**config.mk**
```make
export PLATFORM = sky130hd
export DESIGN_NAME = ctrl_suma_nibbles
export DESIGN_NICKNAME = d
export VERILOG_FILES = /design/src/rtl/ctrl_suma_nibbles.sv
export SDC_FILE = /design/constraint.sdc
export NUM_CORES = 1
export LEC_CHECK = 0
export CORE_MARGIN = 2
export CORE_UTILIZATION = 49
export CTS_BUF_LIST = sky130_fd_sc_hd__clkbuf_4 sky130_fd_sc_hd__clkbuf_8
export DETAILED_ROUTE_END_ITERATION = 10
export HOLD_SLACK_MARGIN = 0.02
export PLACE_DENSITY = 0.79
export SYNTH_ARGS = -nofsm -noshare
export SYNTH_HDL_FRONTEND = slang
export SYNTH_SLANG_ARGS = --single-unit
export TNS_END_PERCENT = 1
```
**constraint.sdc**
```tcl
create_clock -name clk -period 2.03 [get_ports clk]
set_input_delay 0.203 -clock clk [delete_from_list [all_inputs] [get_ports clk]]
set_output_delay 0.203 -clock clk [all_outputs]
set_load 0.1 [all_outputs]
```
**src/rtl/ctrl_suma_nibbles.sv**
```systemverilog
// -----------------------------------------------------------------------------
// ctrl_suma_nibbles
//
// Purpose:
//   Sequencer that adds two W-bit operands (W = 4*NIB) through one shared,
//   purely combinational 4-bit adder (suma4bits). One nibble is processed per
//   clock, least significant first, and the carry is chained between nibbles.
//   A start/busy/done handshake faces the lab top level.
//
// Parameters:
//   NIB       number of nibbles per operand (2..8); W = 4*NIB.
//
// Ports:
//   clk       system clock, rising edge
//   rst_n     asynchronous reset, active low
//   start     request a new addition (honoured only in IDLE or DONE)
//   A, B      operands, latched when start is accepted
//   Cin       initial carry, latched when start is accepted
//   nib_a     to adder A: current nibble of the latched A (0 outside RUN)
//   nib_b     to adder B: current nibble of the latched B (0 outside RUN)
//   nib_cin   to adder Cin: running carry (0 outside RUN)
//   nib_s     from adder S (combinational)
//   nib_cout  from adder Cout (combinational)
//   busy      high while the addition is running
//   done      one-cycle pulse when S/Cout have been updated
//   S, Cout   registered result; holds the last completed addition
//   ovf       (only with SUMA_OVF_EN) registered two's-complement overflow
//
// Optional feature:
//   Define SUMA_OVF_EN to add the ovf output and its overflow detection.
// -----------------------------------------------------------------------------
module ctrl_suma_nibbles #(
    parameter int NIB = 4
) (
    input  logic             clk,
    input  logic             rst_n,
    input  logic             start,
    input  logic [4*NIB-1:0] A,
    input  logic [4*NIB-1:0] B,
    input  logic             Cin,
    output logic [3:0]       nib_a,
    output logic [3:0]       nib_b,
    output logic             nib_cin,
    input  logic [3:0]       nib_s,
    input  logic             nib_cout,
    output logic             busy,
    output logic             done,
    output logic [4*NIB-1:0] S,
    output logic             Cout
`ifdef SUMA_OVF_EN
    ,
    output logic             ovf
`endif
);

    localparam int W    = 4 * NIB;
    localparam int IDXW = (NIB > 1) ? $clog2(NIB) : 1;

    typedef enum logic [1:0] {
        ST_IDLE = 2'd0,
        ST_RUN  = 2'd1,
        ST_DONE = 2'd2
    } state_t;

    state_t            state_q;
    logic [IDXW-1:0]   idx_q;
    logic [W-1:0]      a_q;
    logic [W-1:0]      b_q;
    logic [W-1:0]      partial_q;
    logic              carry_q;
    logic [3:0]        nib_a_q;
    logic [3:0]        nib_b_q;
    logic              busy_q;
    logic              done_q;
    logic [W-1:0]      s_q;
    logic              cout_q;
`ifdef SUMA_OVF_EN
    logic              ovf_q;
`endif

    logic [W-1:0]      merged_d;
    logic              last_d;
    logic [IDXW-1:0]   idx_d;
    logic [3:0]        next_a_d;
    logic [3:0]        next_b_d;

    // Partial sum with the current adder nibble merged in, and the operand
    // nibbles to present in the following RUN cycle.
    always_comb begin
        merged_d                 = partial_q;
        merged_d[4*idx_q +: 4]   = nib_s;
        last_d                   = (idx_q == IDXW'(NIB - 1));
        idx_d                    = idx_q + IDXW'(1);
        if (last_d) begin
            // No further nibble: the adder inputs return to zero in DONE.
            next_a_d = 4'd0;
            next_b_d = 4'd0;
        end else begin
            next_a_d = a_q[4*idx_d +: 4];
            next_b_d = b_q[4*idx_d +: 4];
        end
    end

    // Control FSM with all outputs registered. The carry register doubles as
    // the adder's carry input, so it is cleared whenever RUN is left.
    always_ff @(posedge clk or negedge rst_n) begin
        if (!rst_n) begin
            state_q   <= ST_IDLE;
            idx_q     <= '0;
            a_q       <= '0;
            b_q       <= '0;
            partial_q <= '0;
            carry_q   <= 1'b0;
            nib_a_q   <= 4'd0;
            nib_b_q   <= 4'd0;
            busy_q    <= 1'b0;
            done_q    <= 1'b0;
            s_q       <= '0;
            cout_q    <= 1'b0;
`ifdef SUMA_OVF_EN
            ovf_q     <= 1'b0;
`endif
        end else begin
            done_q <= 1'b0;
            case (state_q)
                ST_IDLE, ST_DONE: begin
                    if (start) begin
                        a_q       <= A;
                        b_q       <= B;
                        carry_q   <= Cin;
                        idx_q     <= '0;
                        partial_q <= '0;
                        nib_a_q   <= A[3:0];
                        nib_b_q   <= B[3:0];
                        busy_q    <= 1'b1;
                        state_q   <= ST_RUN;
                    end else begin
                        state_q   <= ST_IDLE;
                    end
                end
                ST_RUN: begin
                    partial_q <= merged_d;
                    idx_q     <= idx_d;
                    nib_a_q   <= next_a_d;
                    nib_b_q   <= next_b_d;
                    if (last_d) begin
                        s_q     <= merged_d;
                        cout_q  <= nib_cout;
                        carry_q <= 1'b0;
                        busy_q  <= 1'b0;
                        done_q  <= 1'b1;
                        state_q <= ST_DONE;
`ifdef SUMA_OVF_EN
                        // Same-sign operands whose sum sign differs.
                        ovf_q   <= (a_q[W-1] == b_q[W-1]) && (nib_s[3] != a_q[W-1]);
`endif
                    end else begin
                        carry_q <= nib_cout;
                    end
                end
                default: begin
                    state_q <= ST_IDLE;
                    idx_q   <= '0;
                    carry_q <= 1'b0;
                    nib_a_q <= 4'd0;
                    nib_b_q <= 4'd0;
                    busy_q  <= 1'b0;
                end
            endcase
        end
    end

    assign nib_a   = nib_a_q;
    assign nib_b   = nib_b_q;
    assign nib_cin = carry_q;
    assign busy    = busy_q;
    assign done    = done_q;
    assign S       = s_q;
    assign Cout    = cout_q;
`ifdef SUMA_OVF_EN
    assign ovf     = ovf_q;
`endif

endmodule
```
==> results of run 1 <==
-- layer usage --
layer,global-route usage (%),wire length [um]
met4,10.10,180
met2,33.46,3854
met3,3.589,466
met5,0,0
met1,26.67,3533
-- logic make-up after synthesis --
logic type / count (synthesis)
AND/OR/NAND/NOR: 153
buffers and inverters: 33
flip-flops: 80
multiplexers: 24
AO/OA/AOI/OAI: 59
adder cells (fa/ha/maj): 6
-- area by class of cell --
class | instances | area share [%]
clock buffers | 9 | 2.698
clock inverters | 6 | 0.8174
inverters | 8 | 0.6540
multi-input cells | 242 | 33.52
flip-flops and latches | 80 | 43.60
well taps | 99 | 2.698
repair buffers | 83 | 16.02
-- flip-flops by register name, summed over array words and instances (netlist names) --
signal,cells
a_q,16
partial_q,16
Cout,1
state_q,2
idx_q,2
nib_b,4
nib_a,4
S,16
nib_cin,1
done,1
busy,1
b_q,16
-- stage by stage --
stage	area (um^2)	hold WS, ps	instances	worst slack [ps]
final	4592	361.0	527	186.2
after global placement	4420	333.9	511	289.4
after CTS	4592	356.8	527	201.0
after floorplan	3697	-92.59	355	133.5
after global routing	4592	368.5	527	106.0
after detailed placement	4420	334.0	511	201.2
-- worst min-delay path, stage by stage --
cell             delay, ps
clkdlybuf4s50_1        390
nand2_1                 50
nand2_1                 40
-- worst max-delay path by stage --
stage	start	to	depth (start not counted)
floorplan	idx_q[0]	S[0]	7
CTS	idx_q[1]	partial_q[15]	5
global placement	idx_q[1]	partial_q[12]	5
detailed placement	idx_q[1]	partial_q[15]	5
global route	idx_q[0]	partial_q[15]	5
finish	idx_q[1]	partial_q[15]	5
-- cell usage after synthesis, types with 3 or more instances --
library cell,instances
nor2_1,13
o21ai_1,10
a31oi_1,4
nand3b_1,9
clkbuf_1,4
o22ai_1,3
nand2_1,104
mux2i_1,14
ha_1,6
inv_1,8
a32oi_1,3
mux4_2,6
buf_2,19
dfrtp_1,80
a21oi_1,17
nor2b_1,10
and3_1,3
o21ai_0,5
a32o_1,7
o2bb2ai_1,4
o22a_1,3
==> reports/metrics.csv, run 1 <==
metric,value,unit
fin_setup_tns,0,ps
start_util,50.70,%
yosys-top-cells-area,"dfrtp_1 54%, nand2_1 11%, mux2i_1 3.8%",
min_period_over_period,90.83,%
numPortBuffers,68,
post_cts_buffers,0,
first_pass_iters,5,
synth.top_cell.area_share,54.15,%
worstPathRequired,2270,ps
yosys.area.top_type,dfrtp_1,
regArea,0.002002,mm^2
worstHoldStart,A[9],
hpwl,5595,um
synth-xor-area-share,0,%
yosysUniqueCellTypes,38,
synth_cells,355,
grt_use_total,20.54,%
hold_class,in2reg,
cp_slowest_cell,dfrtp_1,
rr_worst_depth,5,
drt-vias-per-instance,5.357,
drive_above_1_share,16.12,%
route.detailed.drc,0,
clk_pin_slew,80,ps
worstSkewPairLatency,360,ps
start_kind,register,
wirelength,8036,um
cp_data_arrival_time,2090,ps
grt_pass1_vias,2818,
fillers,616,
die_w,90.87,um
fp.dieArea,0.008256,mm^2
ant_nets,0,
cts_resized,0,
endpoint_kind,register,
rr_endpoint,partial_q[15],
ys_ff_latch,80,
die_h,90.87,um
slew_headroom,47.30,%
worstHoldEndpoint,a_q[9],
htreeDepth,3,
clock_sinks,80,
avgSynthCellArea,10.41,um^2
multi_input_area,0.001539,mm^2
yosysSeqAreaShare,54.15,%
num_vias,2823,
synth_top_family_by_area,simple AND/OR/NAND/NOR gates,
fp.coreArea,0.007292,mm^2
worstPathCellList,inv_1 -> ha_1 -> and4bb_1 -> and2_1 -> a32o_1,
final_hold_viol_count,0,
syn_to_final_growth,24.20,%
synth-main-ff-cell,dfrtp_1,
worst_pin_slew,790.4,ps
cts_tree,yes,
final_common_cell,nand2_1,
fmax,0.5424,GHz
layout.nets,471,
period_minus_slack,1844,ps
maxCapViolations,0,
synthMuxAreaShare,9.577,%
syn-cell-area,0.003697,mm^2
crit_path_max_fanout,11,
synth-adder-area-share,2.030,%
cts_buffers,9,
skew,9.690,ps
worstReg2RegStart,idx_q[1],
antenna_found_initial,0,
drt-wirelength-per-cell,15.25,um
diodes,0,
run_status,"complete, no violations",
cp_top_family,simple AND/OR/NAND/NOR gates,
finalMaxSlewViolations,0,
cts_hold_buf,1,
io_pins,69,
critPathKind,reg2reg,
synth_compound_area_share,10.42,%
r2r_setup_slack,190,ps
synth_edf_count,0,
syn_nets,402,
gr-total-overflow,0,
root_buffer,clkbuf_8,
path_buf_inv,1,
final_core_util,62.97,%
clock_path_buffers,2,
async_reset_ff_share,100.0,%
final_cell_mix,"104 x nand2_1, 80 x dfrtp_1, 42 x buf_4",
drtIter0Drc,72,
yosys.area_share.simple,19.53,%
core.rowCount,31,
rsz0062_at_grt,no,
slowest_delay,420,ps
place_congestion,0.8209,
final-setup-viol-count,0,
grt_pass1_wl,13370,um
grt_start_max_net_pins,65,
hold_path_depth,3,
yosys_warnings,0,
Power of run 1 is left out: the tool's default activity adds up to more than one toggle a clock period on the data nets, which glitch-free logic cannot reach.
==> run 2: changes to the inputs <==
--- a/config.mk
+++ b/config.mk
@@ -10,6 +10,7 @@
 export CTS_BUF_LIST = sky130_fd_sc_hd__clkbuf_4 sky130_fd_sc_hd__clkbuf_8
 export DETAILED_ROUTE_END_ITERATION = 10
 export HOLD_SLACK_MARGIN = 0.02
+export MAX_ROUTING_LAYER = met4
 export PLACE_DENSITY = 0.79
 export SYNTH_ARGS = -nofsm -noshare
 export SYNTH_HDL_FRONTEND = slang
==> run 2 against run 1 <==
  * Utilization stayed put
  * Highest routed layer unchanged
  * Critical path depth stayed put
  * Worst hold slack better by 3.1 ps
  * Non-clock buffer count stayed put
  * First-iteration DRC count is 1.4% higher
  * Clock skew is 2.3 ps lower
  * Global-route usage is 0.56 points higher
  * Critical path type unchanged
==> reports/metrics.csv, run 2 (same netlist as run 1, synthesis figures left out) <==
metric,value,unit,change
cp_data_arrival_time,2090,ps,about the same
rsz0062_at_grt,no,,unchanged
clk_pin_slew,80,ps,about the same
critPathKind,reg2reg,,unchanged
final-setup-viol-count,0,,unchanged
dpl_cell_area,0.004420,mm^2,unchanged
worstHoldStart,B[10],,was A[9]
worstPathRequired,2280,ps,was 2270 ps
first_pass_iters,4,,was 5
num_vias,2814,,was 2823
worstSkewPairLatency,360,ps,about the same
drt-vias-per-instance,5.340,,was 5.357
slew_headroom,46.89,%,was 47.30%
fin_setup_tns,0,ps,unchanged
rr_worst_depth,5,,unchanged
gr-total-overflow,0,,unchanged
endpoint_kind,register,,unchanged
grt_use_total,21.10,%,was 20.54%
place_congestion,0.8332,,was 0.8209
grt_pass1_wl,13370,um,unchanged
die_h,90.87,um,unchanged
grt_start_max_net_pins,65,,unchanged
clock_path_buffers,2,,unchanged
numPortBuffers,68,,unchanged
cts_buffers,9,,unchanged
io_pins,69,,unchanged
drt-wirelength-per-cell,15.23,um,was 15.25 um
fmax,0.5420,GHz,was 0.5424 GHz
cts_tree,yes,,unchanged
antenna_found_initial,0,,unchanged
die_w,90.87,um,unchanged
layout.nets,471,,unchanged
fp.dieArea,0.008256,mm^2,unchanged
htreeDepth,3,,unchanged
ant_nets,0,,unchanged
final_core_util,62.97,%,unchanged
maxCapViolations,0,,unchanged
drtIter0Drc,73,,was 72
final_cell_mix,"104 x nand2_1, 80 x dfrtp_1, 42 x buf_4",,unchanged
hold_class,in2reg,,unchanged
worst_pin_slew,796.7,ps,was 790.4 ps
worstReg2RegStart,idx_q[1],,unchanged
r2r_setup_slack,180,ps,was 190 ps
clock_sinks,80,,unchanged
wirelength,8027,um,was 8036 um
period_minus_slack,1845,ps,was 1844 ps
route.detailed.drc,0,,unchanged
skew,7.385,ps,was 9.690 ps
finalMaxSlewViolations,0,,unchanged
rr_endpoint,partial_q[15],,unchanged
final_area,0.004592,mm^2,unchanged
drive_above_1_share,16.12,%,unchanged
cts_resized,0,,unchanged
syn_to_final_growth,24.20,%,unchanged
worstHoldEndpoint,b_q[10],,was a_q[9]
run_status,"complete, no violations",,unchanged
start_kind,register,,unchanged
grt_pass1_vias,2815,,was 2818
final_common_cell,nand2_1,,unchanged
hold_path_depth,3,,unchanged
fp.coreArea,0.007292,mm^2,unchanged
start_util,50.70,%,unchanged
min_period_over_period,90.89,%,was 90.83%
crit_path_max_fanout,11,,unchanged
core.rowCount,31,,unchanged
final_hold_viol_count,0,,unchanged
crit_path_start,idx_q[1],,unchanged
diodes,0,,unchanged
root_buffer,clkbuf_8,,unchanged
hpwl,5595,um,unchanged
[run 2: cell counts in the layout (fill, tap and decap cells not counted)]
Identical to the previous run, type by type.
[run 2: per-stage QoR]
stage,hold slack [ps],setup slack [ps],instances
floorplan,-92.59,133.5,355
global placement,333.9,289.4,511
detailed placement,334.0,201.2,511
CTS,356.8,201.0,527
global route,368.5,106.0,527
finish,364.1,184.9,527
[run 2: worst max path at each step]
| stage | slack, ps | depth (start not counted) | end |
|---|---|---|---|
| 6_report | 180 | 5 | partial_q[15] |
| 5_1_grt | 110 | 5 | partial_q[15] |
| 3_5_place_dp | 200 | 5 | partial_q[15] |
| 4_1_cts | 200 | 5 | partial_q[15] |
| 3_3_place_gp | 290 | 5 | partial_q[12] |
| 2_1_floorplan | 130 | 7 | S[0] |
[run 2: routing by layer]
| metal | up-vias | wire [um] | track usage, % |
|---|---|---|---|
| met3 | 16 | 439 | 3.506 |
| li1 | 1353 | - | - |
| met1 | 1351 | 3635 | 26.78 |
| met4 | 0 | 178 | 10.10 |
| met2 | 94 | 3774 | 33.27 |
| met5 | - | 0 | - |
[run 2: area by class of cell]
type / instances / area, um^2
repair buffers: 83 / 735.7
flip-flops and latches: 80 / 2002
well taps: 99 / 123.9
clock inverters: 6 / 37.54
clock buffers: 9 / 123.9
inverters: 8 / 30.03
multi-input cells: 242 / 1539
fillers: 616 / 2700
[run 2: what timing repair did]
item | CTS | global route
hold buffers | 1 | 0
setup buffers | 0 | 0
endpoints found under the hold margin | 62 | 0
[run 2: critical path, cell delays in order (launching register included)]
cell      delay [ps]
dfrtp_1          420
inv_1            130
ha_1             420
and4bb_1         310
and2_1           190
a32o_1           260
Power of run 2 is left out for the same reason.
==> run 3: changes to the inputs <==
--- a/config.mk
+++ b/config.mk
@@ -6,12 +6,12 @@
 export NUM_CORES = 1
 export LEC_CHECK = 0
 export CORE_MARGIN = 2
-export CORE_UTILIZATION = 49
+export CORE_UTILIZATION = 45
 export CTS_BUF_LIST = sky130_fd_sc_hd__clkbuf_4 sky130_fd_sc_hd__clkbuf_8
 export DETAILED_ROUTE_END_ITERATION = 10
 export HOLD_SLACK_MARGIN = 0.02
 export MAX_ROUTING_LAYER = met4
-export PLACE_DENSITY = 0.79
+export PLACE_DENSITY = 0.7
 export SYNTH_ARGS = -nofsm -noshare
 export SYNTH_HDL_FRONTEND = slang
 export SYNTH_SLANG_ARGS = --single-unit
==> constraint.sdc (replaced) <==
create_clock -name clk -period 2.19 [get_ports clk]
set_input_delay 0.219 -clock clk [delete_from_list [all_inputs] [get_ports clk]]
set_output_delay 0.219 -clock clk [all_outputs]
set_load 0.1 [all_outputs]
==> run 3 against run 2 <==
  * Clock skew up 0.64 ps
  * Design area rose by 0.82%
  * Clock-buffer cell count up 3
  * Worst hold slack better by 14 ps
  * Via count shrank 2.7%
  * Sequential cell count unchanged
  * Cell count increased by 1.1%
  * Wire length decreased by 1.3%
  * Utilization decreased by 5.8 points
  * Die area grew 8.5%
  * Critical endpoint is now partial_q[12]
  * Register-to-register slack gained 150 ps
  * Critical path type unchanged
  * First-iteration DRC count up 85%
==> reports/metrics.csv, run 3 (same netlist as run 1, synthesis figures left out) <==
metric,value,unit,change
start_kind,register,,unchanged
dpl_cell_area,0.004408,mm^2,was 0.004420 mm^2
root_buffer,clkbuf_8,,unchanged
htreeDepth,3,,unchanged
skew,8.021,ps,was 7.385 ps
ant_nets,0,,unchanged
drtIter0Drc,135,,was 73
fp.dieArea,0.008958,mm^2,was 0.008256 mm^2
route.detailed.drc,0,,unchanged
hpwl,5409,um,was 5595 um
slew_headroom,52.03,%,was 46.89%
final_hold_viol_count,0,,unchanged
final-setup-viol-count,0,,unchanged
diodes,0,,unchanged
clk_pin_slew,80,ps,about the same
min_period_over_period,84.77,%,was 90.89%
maxCapViolations,0,,unchanged
worst_pin_slew,719.6,ps,was 796.7 ps
final_area,0.004629,mm^2,was 0.004592 mm^2
drt-vias-per-instance,5.137,,was 5.340
rsz0062_at_grt,no,,unchanged
antenna_found_initial,0,,unchanged
fp.coreArea,0.008093,mm^2,was 0.007292 mm^2
hold_ws,378.2,ps,was 364.1 ps
gr-total-overflow,0,,unchanged
period_minus_slack,1856,ps,was 1845 ps
cp_data_arrival_time,2110,ps,was 2090 ps
first_pass_iters,5,,was 4
num_vias,2738,,was 2814
clock_sinks,80,,unchanged
cts_buffers,9,,unchanged
layout.nets,470,,was 471
endpoint_kind,register,,unchanged
drt-wirelength-per-cell,14.86,um,was 15.23 um
wirelength,7921,um,was 8027 um
post_cts_buffers,0,,unchanged
grt_use_total,20.00,%,was 21.10%
die_h,94.65,um,was 90.87 um
worstSkewPairLatency,360,ps,about the same
cts_tree,yes,,unchanged
worstHoldStart,B[4],,was B[10]
final_cell_mix,"104 x nand2_1, 80 x dfrtp_1, 42 x buf_4",,unchanged
grt_pass1_vias,2778,,was 2815
crit_path_start,idx_q[1],,unchanged
drive_above_1_share,16.12,%,unchanged
finalMaxSlewViolations,0,,unchanged
critPathKind,reg2reg,,unchanged
syn_to_final_growth,25.21,%,was 24.20%
worstReg2RegStart,idx_q[1],,unchanged
io_pins,69,,unchanged
hold_class,in2reg,,unchanged
fin_setup_tns,0,ps,unchanged
worstPathRequired,2440,ps,was 2280 ps
final_common_cell,nand2_1,,unchanged
place_worst_setup_slack,351.4,ps,was 201.2 ps
clock_path_buffers,2,,unchanged
numPortBuffers,68,,unchanged
start_util,45.69,%,was 50.70%
core.rowCount,33,,was 31
die_w,94.65,um,was 90.87 um
grt_pass1_wl,13320,um,was 13370 um
fin_ws,333.6,ps,was 184.9 ps
run_status,"complete, no violations",,unchanged
crit_path_max_fanout,10,,was 11
fmax,0.5387,GHz,was 0.5420 GHz
place_congestion,0.8109,,was 0.8332
grt_start_max_net_pins,58,,was 65
## run 3: cell count changes in the layout (fill, tap and decap cells not counted)
cell / before / now
clkinv_2: 3 / 1
bufinv_16: 0 / 1
buf_12: 1 / 0
clkbuf_4: 0 / 1
clkbuf_8: 9 / 11
clkinv_4: 0 / 2
clkinvlp_4: 3 / 0
## run 3: cell type report
| cell class | instances | area, um^2 |
|---|---|---|
| flip-flops and latches | 80 | 2002 |
| clock buffers | 12 | 158.9 |
| multi-input cells | 242 | 1539 |
| clock inverters | 4 | 52.55 |
| inverters | 8 | 30.03 |
| fillers | 718 | 3463 |
| repair buffers | 82 | 715.7 |
| well taps | 105 | 131.4 |
## run 3: repair_timing
item / CTS / global route
hold buffers: 1 / 0
hold endpoints to repair: 55 / 0
gates resized for setup: 0 / 0
endpoints found under the setup margin: 0 / 0
## run 3: metrics by stage
stage,util (%),std cells
finish,57.20,533
global route,57.20,533
CTS,57.20,533
detailed placement,54.47,516
global placement,54.47,516
floorplan,-,355
## run 3: final timing paths
| path | to | slack (ps) | depth (start not counted) |
|---|---|---|---|
| max | partial_q[12] | 330 | 5 |
| min | b_q[4] | 380 | 3 |
| max reg2reg | partial_q[12] | 330 | 5 |
| min reg2reg | a_q[3] | 470 | 2 |
| max in group asynchronous | nib_b[3] | 1020 | 3 |
| min in group asynchronous | S[7] | 470 | 2 |
## run 3: critical path, stage by stage, from the launching register on
cell and delay [ps]:
dfrtp_1 400, inv_1 110, ha_1 520, and4bb_1 270, and2_1 190, a32o_1 260
## run 3: layer usage
layer / routed length [um] / global-route usage [%]
met2: 3606 / 30.61
met3: 360 / 3.671
met4: 143 / 7.971
met5: 0 / -
met1: 3810 / 26.58
Power of run 3 is left out for the same reason.
